### config.mk
export PLATFORM = sky130hd
export DESIGN_NAME = vga_scan_timing
export DESIGN_NICKNAME = d
export VERILOG_FILES = /design/src/rtl/vga_scan_timing.sv
export SDC_FILE = /design/constraint.sdc
export NUM_CORES = 1
export LEC_CHECK = 0
export CAP_MARGIN = 20
export CORE_MARGIN = 8
export CORE_UTILIZATION = 45
export DETAILED_ROUTE_END_ITERATION = 10
export PLACE_DENSITY = 0.67
export SYNTH_ARGS = -nofsm -noshare
export SYNTH_HDL_FRONTEND = slang
export SYNTH_SLANG_ARGS = --single-unit
### constraint.sdc
create_clock -name clk -period 3.2 [get_ports clk]
set_input_delay 0.48 -clock clk [delete_from_list [all_inputs] [get_ports clk]]
set_output_delay 0.48 -clock clk [all_outputs]
set_load 0.05 [all_outputs]
### src/rtl/vga_scan_timing.sv
// vga_scan_timing: 640x480@60 raster counters, registered sync/blank/colour stage,
// frame and generation pacing ticks for the Game of Life engine.
module vga_scan_timing #(
    parameter int H_ACTIVE       = 640,
    parameter int H_FP           = 16,
    parameter int H_SYNC         = 96,
    parameter int H_BP           = 48,
    parameter int V_ACTIVE       = 480,
    parameter int V_FP           = 10,
    parameter int V_SYNC         = 2,
    parameter int V_BP           = 33,
    parameter bit SYNC_POL       = 1'b0,
    parameter int CE_DIV         = 1,
    parameter int FRAMES_PER_GEN = 30
) (
    input  logic       clk,
    input  logic       rst,
    input  logic       run,
    input  logic [2:0] rgb_in,
    output logic [9:0] x,
    output logic [9:0] y,
    output logic       pix_ce,
    output logic       active,
    output logic       hsync,
    output logic       vsync,
    output logic [2:0] rgb,
    output logic       frame_tick,
    output logic       gen_tick
);
    localparam int H_TOTAL = H_ACTIVE + H_FP + H_SYNC + H_BP;
    localparam int V_TOTAL = V_ACTIVE + V_FP + V_SYNC + V_BP;

    logic [3:0] r_div;
    logic [9:0] r_x, r_y;
    logic [7:0] r_gen;
    logic       r_ce, r_hs, r_vs, r_ft, r_gt;
    logic [2:0] r_rgb;
    logic       w_hend, w_vend, w_wrap, w_hs_on, w_vs_on, w_gen_end;

    assign w_hend    = r_x == 10'(H_TOTAL - 1);
    assign w_vend    = r_y == 10'(V_TOTAL - 1);
    assign w_wrap    = r_ce && w_hend && w_vend;
    assign w_hs_on   = r_x >= 10'(H_ACTIVE + H_FP) && r_x < 10'(H_ACTIVE + H_FP + H_SYNC);
    assign w_vs_on   = r_y >= 10'(V_ACTIVE + V_FP) && r_y < 10'(V_ACTIVE + V_FP + V_SYNC);
    assign w_gen_end = r_gen == 8'(FRAMES_PER_GEN - 1);

    assign x          = r_x;
    assign y          = r_y;
    assign pix_ce     = r_ce;
    assign active     = r_x < 10'(H_ACTIVE) && r_y < 10'(V_ACTIVE);
    assign hsync      = r_hs;
    assign vsync      = r_vs;
    assign rgb        = r_rgb;
    assign frame_tick = r_ft;
    assign gen_tick   = r_gt;

    always_ff @(posedge clk) begin
        if (rst) begin
            r_div <= '0;
            r_ce  <= 1'b0;
            r_x   <= '0;
            r_y   <= '0;
            r_gen <= '0;
            r_hs  <= ~SYNC_POL;
            r_vs  <= ~SYNC_POL;
            r_rgb <= '0;
            r_ft  <= 1'b0;
            r_gt  <= 1'b0;
        end else begin
            // pix_ce is registered so it is low straight out of reset, even for CE_DIV=1
            r_div <= r_div == 4'(CE_DIV - 1) ? 4'd0 : r_div + 4'd1;
            r_ce  <= r_div == 4'(CE_DIV - 1);
            r_ft  <= w_wrap;
            r_gt  <= w_wrap && run && w_gen_end;
            if (w_wrap && run)
                r_gen <= w_gen_end ? 8'd0 : r_gen + 8'd1;
            if (r_ce) begin
                r_x <= w_hend ? 10'd0 : r_x + 10'd1;
                if (w_hend)
                    r_y <= w_vend ? 10'd0 : r_y + 10'd1;
                r_hs  <= w_hs_on ? SYNC_POL : ~SYNC_POL;
                r_vs  <= w_vs_on ? SYNC_POL : ~SYNC_POL;
                r_rgb <= active ? rgb_in : 3'b000;
            end
        end
    end
endmodule
==> results.md <==
* **Hold Path Stages** 2
* **number of setup violations in the final report** 0
* **top flip-flop cell by instance count after synthesis** sky130_fd_sc_hd__dfxtp_1
* **hold violation total from the final report** 0
* **I/O pin count** 35
* **hold-fix buffer count after cts** 0
* **clock period minus final worst setup slack** 2.70 ns
* **FF+latch area** 801 um2
* **detailed-route wire length per cell** 14.7 um
* **number of nets in the final layout** 271
* **reported net switching power** 0.223 mW
* **worst IR drop on VDD** 0.190 mV
* **startpoint of the tightest hold check path** rgb[2]$_SDFFE_PP0P_
* **number of DRC markers in iteration 0** 112
* **upper clock frequency limit** 0.370 GHz
* **worst relative slew slack** 48.3%
* **asr flop ratio synth** 0%
* **Filler Cell Count** 412
* **initial core utilization** 46.4%
* **core region area** 0.00432 mm2
* **vias in the first global route** 1637
* **crit-path max FO** 8
* **post-CTS sizing** 0
* **Worst R2R Setup Slack** 0.95 ns
* **Reg2Reg Depth** 4
* **summed negative setup slack over all endpoints** 0 ns
* **skew final** 0.00543 ns
* **area share of the largest cell type after synthesis** 39.9%
* **count of input and output buffers** 34
* **actual slew at the worst max-slew pin** 0.774 ns
* **sequential share of power** 48.3%
* **critical register-to-register path endpoint** y[6]$_SDFFE_PP0N_
* **width of the chip** 82.8 um
* **net count after synthesis** 239
* **pin count of the biggest net entering global routing** 22
* **Via-to-Cell Ratio** 5.48
* **floorplan die height** 82.8 um
* **Setup crit end kind** output pin
* **Critical R2R Launch** pix_ce$_SDFF_PP0_
* **status** finished, final reports clean
* **fraction of the cycle the final worst path needs** 84.4%
* **Setup CP Type** reg2out
* **cell-internal power** 0.835 mW
* **register area share after synthesis** 39.9%
* **setup repair after global routing missed its margin** false
* **Tot GR Track Use** 13.5%
* **synthesized flop and latch total** 40
* **clock group share of total power** 45.6%
* **post-detailed-route count of antenna-violating nets** 0
* **Post-Route Utilization** 57.8%
* **YS warnings** 0
* **final estimated routing congestion in global placement** 0.830
* **sink count of the clock tree** 40
* **series of cell instances along the critical path** and4_1, nor3_1, clkdlybuf4s50_1
* **Final Non-Filler Cells** 308
* **most numerous cell in the Yosys netlist** sky130_fd_sc_hd__dfxtp_1
* **largest area contributor in the synthesized netlist** sky130_fd_sc_hd__dfxtp_1
* **worst-path cell with the longest stage delay** sky130_fd_sc_hd__clkdlybuf4s50_1
* **Initial DRT Pass Iterations** 4
* **initial antenna violation count** 0
* **share of cells above drive strength 1** 7.42%
* **DRC errors left** 0
* **class of the tightest hold or removal check** reg2reg
* **cell leakage power** 0.882 nW
* **overflow left after global routing** 0
* **hold path endpoint** rgb[2]$_SDFFE_PP0P_
* **number of max-capacitance violations reported** 0
* **count of standard-cell rows** 24
* **first-pass GRT wire length** 7970 um
* **number of different library cells in the post-synthesis netlist** 46
* **Inserted Clock Buffers** 5
* **Final Max Tran Viols** 0
* **cells after synthesis** 224
* **via count** 1689
* **antenna diode count** 0
* **net switching share of the total power** 21.1%
* **Total Power Consumption** 1.06 mW
* **area of the mapped netlist** 0.00201 mm2
* **CTS clock-pin slew for the worst setup and hold paths** 0.07 ns
* **final wirelength** 4530 um
* **leading post-synthesis cells by cell area** sky130_fd_sc_hd__dfxtp_1, sky130_fd_sc_hd__ha_1, sky130_fd_sc_hd__xor2_1, sky130_fd_sc_hd__a21oi_1, sky130_fd_sc_hd__nor2_1
* **area of the multi-input gates** 0.00112 mm2
* **delay contributed by the slowest stage of the critical path** 0.90 ns
* **Critical Path Source Type** flop
* **post-CTS setup buffer count** 0
* **post-DP HPWL** 3150 um
* **Post-synth top cells** sky130_fd_sc_hd__dfxtp_1, sky130_fd_sc_hd__nor2_1, sky130_fd_sc_hd__a21oi_1, sky130_fd_sc_hd__nand3_1, sky130_fd_sc_hd__xor2_1
* **required time of the critical path** 2.72 ns
* **power density normalized to cell area** 424 mW/mm2
* **latest clock arrival within the worst-skew pair** 0.30 ns
* **CTS Buffer Depth** 2
* **CP arrival** 2.22 ns
* **Die Footprint** 0.00686 mm2
* **cell total after placement** 301
* **EDFF count, synth** 0
* **root buffer cell** sky130_fd_sc_hd__clkbuf_8
* **number of H-tree branching levels** 2
* **TritonCTS clock tree** built
* **Post-Synthesis Mean Instance Area** 8.97 um2
* **Combinational Power Share** 6.0%
* **relative area change from synthesis to final layout** 24.4%
==> worst max-delay path, delay by kind of cell, from the launching register on <==
| kind | cells | cell delay, ns |
|---|---|---|
| buffers and inverters | 1 | 0.90 |
| flip-flops | 1 | 0.39 |
| AND/OR/NAND/NOR | 2 | 0.64 |
==> worst max-delay path by stage <==
stage / startpoint / slack [ns] / to / cells after the start
finish: y[6]$_SDFFE_PP0N_ / 0.50 / active / 3
global route: y[7]$_SDFFE_PP0N_ / 0.35 / active / 3
CTS: y[6]$_SDFFE_PP0N_ / 0.49 / active / 3
detailed placement: y[6]$_SDFFE_PP0N_ / 0.81 / active / 3
global placement: y[6]$_SDFFE_PP0N_ / 0.85 / active / 3
floorplan: y[6]$_SDFFE_PP0N_ / 0.69 / active / 2
==> registers in the layout, indices dropped and copies added (netlist names) <==
register    count
vsync           1
frame_tick      1
hsync           1
r_gen           8
x              10
gen_tick        1
y              10
r_div           4
rgb             3
pix_ce          1
==> placed cells by master, fill, tap and decap left out, types with 2 or more instances in the layout <==
cell type	count
sky130_fd_sc_hd__inv_1	9
sky130_fd_sc_hd__or4_1	3
sky130_fd_sc_hd__xnor2_1	4
sky130_fd_sc_hd__nor3_1	9
sky130_fd_sc_hd__clkbuf_8	5
sky130_fd_sc_hd__nand4_1	6
sky130_fd_sc_hd__nand3_1	14
sky130_fd_sc_hd__nor3b_1	2
sky130_fd_sc_hd__ha_1	9
sky130_fd_sc_hd__nor2b_1	4
sky130_fd_sc_hd__a31oi_1	3
sky130_fd_sc_hd__and3_1	3
sky130_fd_sc_hd__clkdlybuf4s50_1	34
sky130_fd_sc_hd__and4_1	6
sky130_fd_sc_hd__xor2_1	10
sky130_fd_sc_hd__a21oi_1	16
sky130_fd_sc_hd__bufinv_16	2
sky130_fd_sc_hd__dfxtp_1	40
sky130_fd_sc_hd__nand2_1	9
sky130_fd_sc_hd__nand2b_1	4
sky130_fd_sc_hd__o31ai_1	6
sky130_fd_sc_hd__and2_1	3
sky130_fd_sc_hd__or3_1	5
sky130_fd_sc_hd__o21ai_0	5
sky130_fd_sc_hd__mux2_2	3
sky130_fd_sc_hd__nor2_1	21
==> power groups by stage <==
stage | sequential [mW] | combinational [mW] | clock [mW]
finish | 0.511 | 0.0636 | 0.483
global route | 0.513 | 0.0686 | 0.521
CTS | 0.512 | 0.0645 | 0.497
detailed placement | 0.523 | 0.0643 | 0
global placement | 0.523 | 0.0642 | 0
floorplan | 0.542 | 0.0210 | 0
==> area by class of cell <==
type | instances | area share [%]
sequential | 40 | 32.1
inverter | 9 | 1.35
multi-input combinational | 165 | 44.9
tap | 52 | 2.61
timing repair buffer | 35 | 13.9
clock inverter | 2 | 2.40
clock buffer | 5 | 2.76
==> logic make-up (layout without fill, tap and decap cells) <==
family / count (synthesis) / in the layout / share of synthesized area (%)
simple gates: 102 / 102 / 31.0
xor+xnor: 14 / 14 / 6.11
mux: 4 / 4 / 2.18
buf+inv: 19 / 51 / 4.30
compound gates: 36 / 36 / 11.0
flops: 40 / 40 / 39.9
fa+ha+maj: 9 / 9 / 5.61
==> routing by layer <==
| layer | vias to the layer above | track usage [%] | part of all wire [%] |
|---|---|---|---|
| met5 | - | 0 | 0 |
| met4 | 0 | 5.27 | 0.84 |
| met3 | 4 | 5.47 | 7.5 |
| met2 | 42 | 18.9 | 41 |
| met1 | 776 | 17.8 | 50 |
| li1 | 867 | - | - |
==> per-stage QoR <==
step | instance area, um2 | hold slack, ns | worst slack, ns
floorplan | 2010 | 0.447 | 0.693
global placement | 2370 | 0.458 | 0.854
detailed placement | 2370 | 0.466 | 0.812
CTS | 2500 | 0.478 | 0.487
global route | 2500 | 0.496 | 0.350
finish | 2500 | 0.474 | 0.498
Note: power is estimated with default switching activity, not from simulation.
